## src/rtl/setup_hold_monitor.sv

```systemverilog
// setup_hold_monitor: run-time setup/hold window checker.
// An asynchronous reference clock, data and check enable are oversampled on clk,
// synchronized, edge-detected and judged against SETUP_TICKS / HOLD_TICKS.
// Build option: define TCHK_DELAYED_EN to add DELAY_TICKS-deep delay lines on
// delayed_ref / delayed_data; otherwise they carry the synchronized signals.
module setup_hold_monitor #(
    parameter int SETUP_TICKS = 4,
    parameter int HOLD_TICKS  = 2,
    parameter int CNT_W       = 16,
    parameter int DELAY_TICKS = 3
) (
    input  logic             clk,
    input  logic             rst,
    input  logic             ref_in,
    input  logic             data_in,
    input  logic             cond_in,
    input  logic             clr_cnt,
    output logic             setup_viol,
    output logic             hold_viol,
    output logic             notifier,
    output logic [CNT_W-1:0] setup_cnt,
    output logic [CNT_W-1:0] hold_cnt,
    output logic             delayed_ref,
    output logic             delayed_data
);

    localparam logic [7:0] SETUP_L = 8'(SETUP_TICKS);
    localparam logic [7:0] HOLD_M1 = 8'(HOLD_TICKS - 1);
    localparam bit         HOLD_EN = (HOLD_TICKS > 0);

    // Hold window state; IDLE = no window open, HOLD = counting after a qualifying ref edge.
    typedef enum logic {
        S_IDLE = 1'b0,
        S_HOLD = 1'b1
    } state_t;

    logic   r_ref_s1, r_ref_s2, r_ref_q;
    logic   r_data_s1, r_data_s2, r_data_q;
    logic   r_cond_s1, r_cond_s2;
    logic   [7:0] r_since;
    logic   r_seen;
    state_t r_state;
    logic   [7:0] r_hold_ctr;

    logic   w_ref_rise, w_data_edge, w_qual_rise, w_seen;
    logic   [7:0] w_since;
    logic   w_setup_det, w_hold_det;
    state_t w_state_nxt;
    logic   [7:0] w_hold_ctr_nxt;

    // Two-flop synchronizers plus one edge register for ref and data.
    always_ff @(posedge clk or negedge rst) begin
        if (!rst) begin
            r_ref_s1  <= 1'b0;
            r_ref_s2  <= 1'b0;
            r_ref_q   <= 1'b0;
            r_data_s1 <= 1'b0;
            r_data_s2 <= 1'b0;
            r_data_q  <= 1'b0;
            r_cond_s1 <= 1'b0;
            r_cond_s2 <= 1'b0;
        end else begin
            r_ref_s1  <= ref_in;
            r_ref_s2  <= r_ref_s1;
            r_ref_q   <= r_ref_s2;
            r_data_s1 <= data_in;
            r_data_s2 <= r_data_s1;
            r_data_q  <= r_data_s2;
            r_cond_s1 <= cond_in;
            r_cond_s2 <= r_cond_s1;
        end
    end

    assign w_ref_rise  = r_ref_s2 & ~r_ref_q;
    assign w_data_edge = r_data_s2 ^ r_data_q;
    // cond is taken from the same stage as ref so both refer to the same sample.
    assign w_qual_rise = w_ref_rise & r_cond_s2;

    // Distance (in clk) from the latest data edge to the current cycle, saturating.
    always_comb begin
        w_since = r_since;
        if (w_data_edge)
            w_since = 8'd0;
        else if (r_since >= SETUP_L)
            w_since = SETUP_L;
        else
            w_since = r_since + 8'd1;
    end

    // A data edge in the ref_rise cycle itself counts as distance 0.
    assign w_seen      = r_seen | w_data_edge;
    assign w_setup_det = w_qual_rise & w_seen & (w_since < SETUP_L);

    // Distance tracker and first-edge flag.
    always_ff @(posedge clk or negedge rst) begin
        if (!rst) begin
            r_since <= 8'd0;
            r_seen  <= 1'b0;
        end else begin
            r_since <= w_since;
            r_seen  <= w_seen;
        end
    end

    // Hold FSM state register.
    always_ff @(posedge clk or negedge rst) begin
        if (!rst) begin
            r_state    <= S_IDLE;
            r_hold_ctr <= 8'd0;
        end else begin
            r_state    <= w_state_nxt;
            r_hold_ctr <= w_hold_ctr_nxt;
        end
    end

    // Hold FSM next state: a new qualifying edge restarts the window and wins over
    // a same-cycle data edge; otherwise the first data edge flags and closes it.
    always_comb begin
        w_state_nxt    = r_state;
        w_hold_ctr_nxt = r_hold_ctr;
        w_hold_det     = 1'b0;
        case (r_state)
            S_IDLE: begin
                if (w_qual_rise && HOLD_EN) begin
                    w_state_nxt    = S_HOLD;
                    w_hold_ctr_nxt = 8'd0;
                end
            end
            S_HOLD: begin
                if (w_qual_rise) begin
                    w_hold_ctr_nxt = 8'd0;
                end else if (w_data_edge) begin
                    w_hold_det  = 1'b1;
                    w_state_nxt = S_IDLE;
                end else if (r_hold_ctr == HOLD_M1) begin
                    w_state_nxt = S_IDLE;
                end else begin
                    w_hold_ctr_nxt = r_hold_ctr + 8'd1;
                end
            end
            default: w_state_nxt = S_IDLE;
        endcase
    end

    // Registered violation pulses; notifier toggles once per cycle with any violation.
    always_ff @(posedge clk or negedge rst) begin
        if (!rst) begin
            setup_viol <= 1'b0;
            hold_viol  <= 1'b0;
            notifier   <= 1'b0;
        end else begin
            setup_viol <= w_setup_det;
            hold_viol  <= w_hold_det;
            notifier   <= notifier ^ (w_setup_det | w_hold_det);
        end
    end

    // Saturating counters fed by the pulses; clr_cnt wins over an increment.
    always_ff @(posedge clk or negedge rst) begin
        if (!rst) begin
            setup_cnt <= '0;
            hold_cnt  <= '0;
        end else if (clr_cnt) begin
            setup_cnt <= '0;
            hold_cnt  <= '0;
        end else begin
            if (setup_viol && (setup_cnt != {CNT_W{1'b1}}))
                setup_cnt <= setup_cnt + 1'b1;
            if (hold_viol && (hold_cnt != {CNT_W{1'b1}}))
                hold_cnt <= hold_cnt + 1'b1;
        end
    end

`ifdef TCHK_DELAYED_EN
    logic [DELAY_TICKS-1:0] r_dly_ref;
    logic [DELAY_TICKS-1:0] r_dly_data;

    // Delay lines behind the synchronizers, DELAY_TICKS stages deep.
    always_ff @(posedge clk or negedge rst) begin
        if (!rst) begin
            r_dly_ref  <= '0;
            r_dly_data <= '0;
        end else begin
            r_dly_ref[0]  <= r_ref_s2;
            r_dly_data[0] <= r_data_s2;
            for (int i = 1; i < DELAY_TICKS; i++) begin
                r_dly_ref[i]  <= r_dly_ref[i-1];
                r_dly_data[i] <= r_dly_data[i-1];
            end
        end
    end

    assign delayed_ref  = r_dly_ref[DELAY_TICKS-1];
    assign delayed_data = r_dly_data[DELAY_TICKS-1];
`else
    assign delayed_ref  = r_ref_s2;
    assign delayed_data = r_data_s2;
`endif

endmodule

```

## config.mk

```make
export PLATFORM = sky130hd
export DESIGN_NAME = setup_hold_monitor
export DESIGN_NICKNAME = d
export VERILOG_FILES = /design/src/rtl/setup_hold_monitor.sv
export SDC_FILE = /design/constraint.sdc
export NUM_CORES = 1
export LEC_CHECK = 0
export BUFFER_PORTS_ARGS = -buffer_cell sky130_fd_sc_hd__buf_2
export CAP_MARGIN = 20
export CORE_MARGIN = 2
export CORE_UTILIZATION = 52
export DETAILED_ROUTE_END_ITERATION = 6
export GPL_ROUTABILITY_DRIVEN = 0
export PLACE_DENSITY = 0.8
export SLEW_MARGIN = 5
export SYNTH_ARGS = -nofsm -noshare
export SYNTH_HDL_FRONTEND = slang
export SYNTH_SLANG_ARGS = --single-unit
```

## constraint.sdc

```tcl
create_clock -name clk -period 2.5 [get_ports clk]
set_input_delay 0.125 -clock clk [delete_from_list [all_inputs] [get_ports clk]]
set_output_delay 0.125 -clock clk [all_outputs]
set_load 0.01 [all_outputs]
```

======== Word-level counts from Yosys, hierarchy flattened ========
Cells that the tools add are included.
cells by class
  equal/unequal tests ..................... 6
  magnitude comparators ................... 2
  bitwise operators ....................... 10
  reduce and logical (&&, ||, !) cells .... 5
  divide/modulo/power cells ............... 0
  multiplexer cells ....................... 19
  shift-type cells ........................ 0
  multipliers ............................. 0
  add/subtract/negate cells ............... 4
operators with widths
  kind                   number
  $mux 16                4
  $mux 8                 6
  $add 16x1->16 const B  2
  $ne 16x16->1 const B   2
  $add 8x1->8 const B    2
  $pmux 8 s2             1
  $eq 8x1->1 const B     1
  $ge 8x3->1 const B     1
  $lt 8x3->1 const B     1
  $mux 1                 7
  $and 1x1->1            4
  $reduce_bool 2->1      2
  $ne 3x2->1 const B     1
  $ne 3x3->1 const B     1
  $reduce_and 3->1       1
  $logic_and 1x1->1      2
  $ne 2x2->1 const B     1
  $not 1->1              2
  $or 1x1->1             2
  $pmux 1 s2             1
  $xor 1x1->1            2
word-level totals
  bits in registers ....................... 61
  logic and storage cells ................. 63
  bits in latches ......................... 0
  bits in writable memories ............... 0
  input port bits ......................... 6
  memories ................................ 0
  memory bits (read-only) ................. 0

======== Longest topological paths before layout ========
  depth after elaboration ................. 7
  gate-level depth with buffers ........... 6
  depth with buffers taken out ............ 6

======== Worst setup path after synthesis ========
Ideal clock, no wire load.
  path kind ............................... register -> register
  start point ............................. register r_hold_ctr[1]
  end point ............................... register r_hold_ctr[1]
  required time ........................... 2.428 ns
  arrival ................................. 1.878 ns
  slack ................................... 0.549 ns
  stages on the path, launching flop included .. 7
  period minus slack after synthesis ...... 1.951 ns
  setup time .............................. 0.072 ns
  cells stage by stage .................... dfrtp_1 -> inv_1 -> ha_1 -> or4b_2 -> o211ai_1 -> mux2_2 -> nor2_1
on the way
  cells in the longest elaborated chain, start to end .. 5
  elaborated cells on any way between the ends .. 8
RTL lines
  element                 line  text
  from (decl)             43    logic [7:0] r_hold_ctr;
  from (signal assigned)  112   r_hold_ctr <= w_hold_ctr_nxt;
  $add 8x1->8             138   w_hold_ctr_nxt = r_hold_ctr + 8'd1;
  $mux 8                  135   end else if (r_hold_ctr == HOLD_M1) begin
  $mux 8                  132   end else if (w_data_edge) begin
  $mux 8                  130   if (w_qual_rise) begin
  $pmux 8 s2              122   case (r_state)
Several ways; a longest one is shown, not always the timed one. The select of a mux whose other input is x is not followed.
A chain may end at the register's enable or synchronous reset.

======== Worst setup path in the final report ========
Ends and elaborated chain as after synthesis.

==> run metrics <==
outcome completed; Hold Path Origin clr_cnt; Fin Setup TNS 0 ns; final setup fails 0; # port buffers 42; normalized max-slew margin 50.2%; Switching Fraction 23.8%; Clk pwr share between 30% and 40%; Req. time, crit path 2.77 ns; fmax 0.480 GHz; post-synthesis cell type count 44; Slew @ Worst Pin 0.746 ns; CP max FO 4; total I/O pin count 43; Hold Path Stages 2; start of the worst register-to-register path r_hold_ctr[1]; vias per cell 5.68; Main synth FF type dfrtp_1; met3 Resource Use GR 4.02%; Lkg Pwr roughly 0.0016 uW; vias in the first global route 2239; Clock H-tree levels 3; FF/Latch Area between 0.0015 and 0.002 sq mm; # diodes 0; kind of critical path reg2reg; most frequent cells in the layout dfrtp_1, buf_2, nor2_1; post-layout util 62.8%; worst skew pair latency 0.34 ns; Total Power roughly 2000 uW; drt drc 0; DIE HEIGHT just under 80 um; reg-to-reg setup timing slack between 0.4 and 0.5 ns; Fin Clk Skew 0.0103 ns; most common cell after layout, fill and taps aside dfrtp_1; post-synthesis cell area 0.00288 sq mm; ys async rst share 100%; register area share after synthesis 53.0%; Routed wire per std cell ~14 um; Initial Util 53.0%; Slew Limit Fails 0; Internal Pwr Total 1530 uW; largest net degree at the start of global routing 62; maximum VDD drop between 0.3 and 0.4 mV; Post-Syn Area per Cell 10.4 sq um; Rows 27; drt total wl 5740 um; drt pass-1 iters 4; yosys warns 0; reg2reg end r_hold_ctr[1]; area of the multi-input gates 0.00130 sq mm; CTS Buffer Depth 2; Final ANT Viol Nets 0; combinational share of power 7.6%; Sequential Power Share 53.2%; Final Cycle Share 83.3%; met2 usage 32.5%; core area 0.00544 sq mm; Max-Cap Viols 0; Final min period 2.08 ns; clk root buf clkbuf_8; arrival time at the worst endpoint 2.35 ns; Hold Slack 0.306 ns; Die W ~78 um; reg2reg path depth 6; post-CTS setup buffer count 0; DR vias 2341; GRT Total Usage 20.6%; CTS tree done; Num Clock Sinks 61; Final Hold Fails 0; Sw Pwr 479 uW; Clk pin slew, worst setup/hold paths 0.06 ns; startpoint types flop; Final HPWL DP 3800 um; gr ovfl total 0; Seq cells post-synth 61; unrepaired setup endpoints after global routing no; die area 0.00616 sq mm; GR peak layer met2; Endpoint, Worst Hold hold_cnt[0]; Mapped Cells 278; GR Layer Usage met1 27.1%; Worst Hold Class in2reg; Post-synth EDFFs 0; antenna violations before repair 0; Inserted Clock Buffers 9; fraction of layout instances using a drive strength above 1 21.8%; first-pass GRT wire length approximately 10000 um; Power Density 588 mW/mm^2; Area Overhead vs Synth 18.5%; DR iter-0 viols 179; CP Capture Type flop; Nets 348; filler instances 454
## final cells by class
type | count | share of cell area [%]
Sequential cell | 61 | 44.7
Multi-Input combinational cell | 202 | 38.1
Timing Repair Buffer | 49 | 7.99
Clock buffer | 14 | 5.05
Tap cell | 72 | 2.64
Inverter | 13 | 1.43
Clock inverter | 1 | 0.147
## worst max-delay path, cell delays in order, from the launching register on
cell and delay [ns]:
dfrtp_1 0.40, inv_1 0.08, ha_1 0.14, or4b_2 0.61
o211ai_1 0.32, mux2_2 0.37, nor2_1 0.08
## synthesized netlist by cell type, types with 2 or more instances
master    number  area (sq um)
o21ai_0        7          35.0
nor3_1        12          60.1
mux2_2         6          67.6
a31o_2         2          17.5
and3_1         7          43.8
a311oi_1       2          17.5
mux2i_1        2          20.0
o311ai_0       3          26.3
o31ai_1        5          37.5
clkbuf_1       6          22.5
a31oi_1        2          12.5
or4_1          6          45.0
o41ai_1        4          35.0
nand3_1       11          55.1
nand2_1       11          41.3
and2_1         2          12.5
nor4_1         6          37.5
ha_1           6          75.1
or2_2          3          18.8
o21a_1         2          15.0
nand4_1       13          81.3
a211oi_1       2          15.0
a21oi_1       21           105
nor2b_1        5          31.3
xor2_1         5          43.8
nor2_1        25          93.8
o211ai_1       3          22.5
dfrtp_1       61          1530
inv_1         13          48.8
or3_1          6          37.5
xnor2_1        6          52.6
## stage by stage
step	instance area, sq um	worst slack, ns	std cells
2_1_floorplan	2900	0.549	282
3_3_place_gp	3200	0.504	393
3_5_place_dp	3200	0.454	393
4_1_cts	3420	0.424	412
5_1_grt	3420	0.358	412
6_report	3420	0.416	412
## flip-flops by register name, indices dropped and copies added, names as in the netlist
signal,cells
r_seen,1
r_data_s1,1
delayed_data,1
r_state,1
notifier,1
setup_cnt,16
hold_viol,1
r_since,8
delayed_ref,1
r_cond_s1,1
r_data_q,1
r_cond_s2,1
setup_viol,1
r_hold_ctr,8
hold_cnt,16
r_ref_s1,1
r_ref_q,1
## metal layers
| metal | share of wire, % | vias to the layer above | wire, um |
|---|---|---|---|
| met2 | 47 | 56 | 2710 |
| met1 | 47 | 1124 | 2670 |
| met4 | 2.5 | 0 | 144 |
| met3 | 3.7 | 13 | 214 |
| met5 | 0 | - | 0 |
| li1 | - | 1148 | - |
## what timing repair did
action                                  CTS  global route
hold endpoints to repair                 64             0
hold buffers                              4             0
gates resized for setup                   0             0
endpoints found under the setup margin    0             0
## logic make-up (layout without fill, tap and decap cells)
logic type	Yosys count	count (layout)	share of synthesized area, %
simple gates	116	116	22.7
xor+xnor	11	11	3.34
buf+inv	19	77	2.47
fa+ha+maj	6	6	2.60
flops	61	61	53.0
mux	8	8	3.04
compound gates	56	56	12.7
other cells	1	5	0.130
## how the worst max path moves through the flow
stage / from / to / slack, ns / cells past startpoint
after global routing: r_hold_ctr[1] / r_hold_ctr[1] / 0.36 / 6
after floorplan: r_hold_ctr[1] / r_hold_ctr[1] / 0.55 / 6
after global placement: r_hold_ctr[1] / r_hold_ctr[1] / 0.50 / 6
after detailed placement: r_hold_ctr[1] / r_hold_ctr[1] / 0.45 / 6
after CTS: r_hold_ctr[1] / r_hold_ctr[1] / 0.42 / 6
final: r_hold_ctr[1] / r_hold_ctr[1] / 0.42 / 6
## power groups by stage
stage               registers, uW  clock network [uW]  logic [uW]
floorplan                    1090                   0        85.0
global placement             1080                   0         142
detailed placement           1080                   0         147
CTS                          1070                 813         155
global route                 1070                 854         170
finish                       1070                 788         152
Power figures use the tool's default switching activity.
